**src/rtl/ws2812b_frame_sequencer.sv**
```systemverilog
// rtl/ws2812b_frame_sequencer.sv - snapshots mask/intensity and streams one GRB word per LED, then latches
module ws2812b_frame_sequencer #(
  parameter int          NUM_LEDS     = 12,
  parameter int          LATCH_CYCLES = 2400,
  parameter logic [2:0]  COLOR_EN     = 3'b111
) (
  input  logic                clk,
  input  logic                res_n,
  input  logic                start,
  input  logic [NUM_LEDS-1:0] led_mask,
  input  logic [7:0]          intensity,
  output logic                px_valid,
  output logic [23:0]         px_data,
  input  logic                px_ready,
  input  logic                ser_busy,
  output logic                busy,
  output logic                frame_done
);

  localparam int IDX_W = (NUM_LEDS > 1) ? $clog2(NUM_LEDS) : 1;
  localparam int CNT_W = $clog2(LATCH_CYCLES + 1);
  localparam logic [IDX_W-1:0] LAST_IDX = IDX_W'(NUM_LEDS - 1);
  localparam logic [CNT_W-1:0] LAST_CNT = CNT_W'(LATCH_CYCLES - 1);

  typedef enum logic [1:0] {IDLE, SEND, LATCH} state_t;

  state_t              state, state_nxt;
  logic [NUM_LEDS-1:0] snap_mask;
  logic [7:0]          snap_int;
  logic                start_pend;
  logic [IDX_W-1:0]    led_idx;
  logic [CNT_W-1:0]    latch_cnt;
  logic                pending;
  logic                launch;
  logic                latch_done;
  logic [7:0]          chan;

  // Any divergence from the snapshot counts as a refresh request, so changes never get lost.
  assign pending = start_pend | start | (led_mask != snap_mask) | (intensity != snap_int);

  assign chan     = snap_mask[led_idx] ? snap_int : 8'h00;
  assign px_valid = (state == SEND);
  assign px_data  = (state == SEND) ? {COLOR_EN[2] ? chan : 8'h00,
                                       COLOR_EN[1] ? chan : 8'h00,
                                       COLOR_EN[0] ? chan : 8'h00} : 24'h000000;
  assign busy     = (state != IDLE);

  always_comb begin
    state_nxt  = state;
    launch     = 1'b0;
    latch_done = 1'b0;
    case (state)
      IDLE: begin
        if (pending) begin
          state_nxt = SEND;
          launch    = 1'b1;
        end
      end
      SEND: begin
        if (px_ready && (led_idx == LAST_IDX)) state_nxt = LATCH;
      end
      LATCH: begin
        if (!ser_busy && (latch_cnt == LAST_CNT)) begin
          state_nxt  = IDLE;
          latch_done = 1'b1;
        end
      end
      default: state_nxt = IDLE;
    endcase
  end

  always_ff @(posedge clk) begin
    if (!res_n) begin
      state      <= IDLE;
      frame_done <= 1'b0;
      snap_mask  <= '0;
      snap_int   <= 8'h00;
      start_pend <= 1'b0;
      led_idx    <= '0;
      latch_cnt  <= '0;
    end else begin
      state      <= state_nxt;
      frame_done <= latch_done;

      if (launch) begin
        snap_mask  <= led_mask;
        snap_int   <= intensity;
        led_idx    <= '0;
        start_pend <= 1'b0;
      end else if (start && (state != IDLE)) begin
        start_pend <= 1'b1;
      end

      if ((state == SEND) && px_ready && (led_idx != LAST_IDX)) begin
        led_idx <= led_idx + IDX_W'(1);
      end

      if (state == SEND) begin
        latch_cnt <= '0;
      end else if (state == LATCH) begin
        // The latch period only counts quiet line time; any serializer activity restarts it.
        if (ser_busy || (latch_cnt == LAST_CNT)) latch_cnt <= '0;
        else                                     latch_cnt <= latch_cnt + CNT_W'(1);
      end
    end
  end

endmodule

```
**config.mk**
```make
export PLATFORM = sky130hd
export DESIGN_NAME = ws2812b_frame_sequencer
export DESIGN_NICKNAME = d
export VERILOG_FILES = /design/src/rtl/ws2812b_frame_sequencer.sv
export SDC_FILE = /design/constraint.sdc
export NUM_CORES = 1
export LEC_CHECK = 0
export BUFFER_PORTS_ARGS = -buffer_cell sky130_fd_sc_hd__buf_2
export CAP_MARGIN = 10
export CELL_PAD_IN_SITES_DETAIL_PLACEMENT = 1
export CELL_PAD_IN_SITES_GLOBAL_PLACEMENT = 2
export CORE_ASPECT_RATIO = 0.7
export CORE_MARGIN = 3
export CORE_UTILIZATION = 32
export CTS_CLUSTER_DIAMETER = 60
export CTS_CLUSTER_SIZE = 28
export DETAILED_ROUTE_END_ITERATION = 8
export GPL_TIMING_DRIVEN = 0
export MAX_ROUTING_LAYER = met4
export PLACE_DENSITY_LB_ADDON = 0.1
export SKIP_CTS_REPAIR_TIMING = 1
export SLEW_MARGIN = 20
export SYNTH_ARGS = -nofsm -noshare
export SYNTH_HDL_FRONTEND = slang
export SYNTH_SLANG_ARGS = --single-unit
```
**constraint.sdc**
```tcl
create_clock -name clk -period 2.8 [get_ports clk]
set_clock_uncertainty 0.2 [all_clocks]
set_input_delay 0.28 -clock clk [delete_from_list [all_inputs] [get_ports clk]]
set_output_delay 0.28 -clock clk [all_outputs]
set_load 0.01 [all_outputs]
```
==> metrics.md <==
| Metric | Value |
|---|---|
| Fmax | 0.371 GHz |
| Via count | 2,621 |
| Gpl congestion | 0.842 |
| DP Cell Count | 457 |
| Htree depth | 2 |
| Main combinational cell family by area after synthesis | simple AND/OR/NAND/NOR gates |
| Core ar. | 7580 µm² |
| Top Ports | 52 |
| # nets final | 393 |
| Largest net degree at the start of global routing | 14 |
| RSZ-0062 raised after global routing | no |
| Latest clock arrival within the worst-skew pair | 290 ps |
| Worst vdd ir | 0.335 mV |
| Root buffer cell | clkbuf_16 |
| Crit path largest cell delay | 520 ps |
| Synth Area in Adders | 0.962% |
| Post-Synth XOR/XNOR Area | 11.1% |
| Layout cells sized above 1 | 25.9% |
| MaxCap Viol Count | 0 |
| ANT nets after route | 0 |
| Initial antenna violation count | 0 |
| Power Total | 1.75 mW |
| Final worst-path cycle share | 96.4% |
| Post-Syn Area | 2600 µm² |
| Post-synthesis simple-gate area fraction | 40.1% |
| Port Buffer Count | 50 |
| CTS tree | done |
| Die area | 9260 µm² |
| Num CTS Buffers | 5 |
| Die X | 114 µm |
| Placed cell areas | 2970 µm² |
| CTS Buffer Depth | 2 |
| Worst reg-to-reg setup slack | 520 ps |
| Synth Register Bits | 40 |
| Final Max Slew Viols | 0 |
| Hpwl dp | 6.79 mm |
| ANT cells | 0 |
| CP Data Arrival Time | 2220 ps |
| Outcome | completed |
| Hold Path Class | in2reg |
| TNS Setup | 0 ps |
| GRT Util Overall | 21.0% |
| Final Cell Area | 3210 µm² |
| Worst EP required | 2320 ps |
| Setup ws final | 102 ps |
| Util after Layout | 42.4% |
| Kind of critical path | reg2out |
| P_leak | 1.28 nW |
| Proportion of synthesized chip area in sequential cells | 30.8% |
| Row count | 26 |
| Setup crit end kind | output pin |
| Post-synthesis compound-gate area fraction | 3.80% |
| Final setup violation count | 0 |
| Startpoint types | flop |
| Post-synthesis cell count | 309 |
| CTS clock-pin slew for the worst setup and hold paths | 70 ps |
| Worst Tran Pin Value | 600 ps |
| Mux share of post-synthesis cell area | 3.37% |
| Hold Violations, Final | 0 |
| Crit-path max FO | 8 |
| Vias in the first global route | 2,624 |
| Post-Syn Area per Cell | 8.42 µm² |
| Die height | 81.4 µm |
| First DRT Iteration DRCs | 166 |
| Routed WL per cell | 19.7 µm |
| Total gr overflow | 0 |
| Final min period | 2700 ps |
| Routed Wire Length | 9.14 mm |
| Synth cell types | 40 |
| Clk sink count | 40 |
| Synth Warn # | 0 |
| First-pass GRT wire length | 14.5 mm |
| Hold WS | 95.7 ps |
| Placement Setup Slack | 241 ps |
| Vias per cell | 5.64 |
| CP cell instances | buf_6, mux4_2, mux2i_2, a2bb2oi_2, nor2_4, and2_1, buf_4, buf_2 |
| Post-Syn Nets | 336 |
| Initial core utilization | 34.3% |
| Slowest library cell on the worst path | mux4_2 |
| Final non-filler cell total | 465 |
| DR pass1 iterations | 4 |
| PwrDens | 544 nW/µm² |
| Worst slew margin | 60.0% |
| Layout overhead on the synthesized area | 23.6% |
| DRC viols | 0 |
final timing paths:
path / from / depth (start not counted) / endpoint
setup / recovery: led_idx[0] / 8 / px_data[13]
hold / removal: led_mask[7] / 3 / snap_mask[7]
setup reg to reg: snap_mask[8] / 6 / snap_mask[8]
hold reg to reg: start_pend / 2 / start_pend
metal layers:
metal  vias up  global-route usage [%]  part of all wire (%)  wire, µm
li1       1258                       -                     -         -
met1      1285                    31.4                    54      4900
met2        76                    29.3                    40      3690
met3         2                    3.68                   5.7       518
met4         0                    4.32                  0.36        33
met5         -                       -                     0         0
synth_stat cells, drive strengths merged:
library cell	count	area (µm²)
xor2	12	105
o22ai	1	6.26
and4	1	8.76
buf	23	159
mux4	3	67.6
nand3	27	135
a31oi	4	25.0
inv	5	18.8
ha	2	25.0
mux2i	2	20.0
or2	1	6.26
or3	1	6.26
nor3b	2	15.0
xnor2	21	184
o211ai	1	7.51
nor2	17	63.8
nor3	1	5.00
nand2	7	28.8
nor2b	2	12.5
a211oi	1	20.0
and3	5	31.3
or2b	1	11.3
and2	10	62.6
dfxtp	40	801
and4b	1	11.3
nand4	67	419
o31a	1	8.76
a2bb2oi	1	8.76
a21oi	2	10.0
o31ai	1	7.51
nand4b	20	175
clkbuf	21	80.1
nor4bb	2	20.0
o21ai	1	5.00
nor4	1	21.3
and2b	1	8.76
power by group:
part	internal (mW)	switching, mW
Clock	0.601	0.249
Combinational	0.114	0.146
Sequential	0.601	0.0391
Total	1.32	0.434
cells in the final DEF (no fill, tap or decap), drive strengths merged:
cell type / Yosys / layout
a211oi: 1 / 1
a21oi: 2 / 2
a2bb2oi: 1 / 1
a31oi: 4 / 4
and2: 10 / 10
and2b: 1 / 1
and3: 5 / 5
and4: 1 / 1
and4b: 1 / 1
buf: 23 / 73
bufinv: 0 / 3
clkbuf: 21 / 26
dfxtp: 40 / 40
ha: 2 / 2
inv: 5 / 5
mux2i: 2 / 2
mux4: 3 / 3
nand2: 7 / 7
nand3: 27 / 27
nand4: 67 / 67
nand4b: 20 / 20
nor2: 17 / 17
nor2b: 2 / 2
nor3: 1 / 1
nor3b: 2 / 2
nor4: 1 / 1
nor4bb: 2 / 2
o211ai: 1 / 1
o21ai: 1 / 1
o22ai: 1 / 1
o31a: 1 / 1
o31ai: 1 / 1
or2: 1 / 1
or2b: 1 / 1
or3: 1 / 1
xnor2: 21 / 21
xor2: 12 / 12
flip-flops by register name, summed over array words and instances (netlist names):
| register | count |
|---|---|
| led_idx | 4 |
| snap_int | 8 |
| state | 2 |
| latch_cnt | 12 |
| snap_mask | 12 |
| start_pend | 1 |
| frame_done | 1 |
cell type report:
type,instances,area (µm²)
Sequential cell,40,802
Clock buffer,5,125
Buffer,44,245
Multi-Input combinational cell,220,1560
Tap cell,98,123
Timing Repair Buffer,50,250
Clock inverter,3,90.1
Inverter,5,18.8
Fill cell,931,4370
logic make-up after synthesis:
group,Yosys count
flops,40
xor+xnor,33
mux,5
buf+inv,49
fa+ha+maj,2
compound gates,13
simple gates,167
worst max-delay path: cells and delay by family, from the launching register on:
family	cells	cell delay [ps]
buffers and inverters	3	400
AO/OA/AOI/OAI	1	190
flip-flops	1	350
multiplexers	2	710
AND/OR/NAND/NOR	2	270
Power figures use the tool's default switching activity.
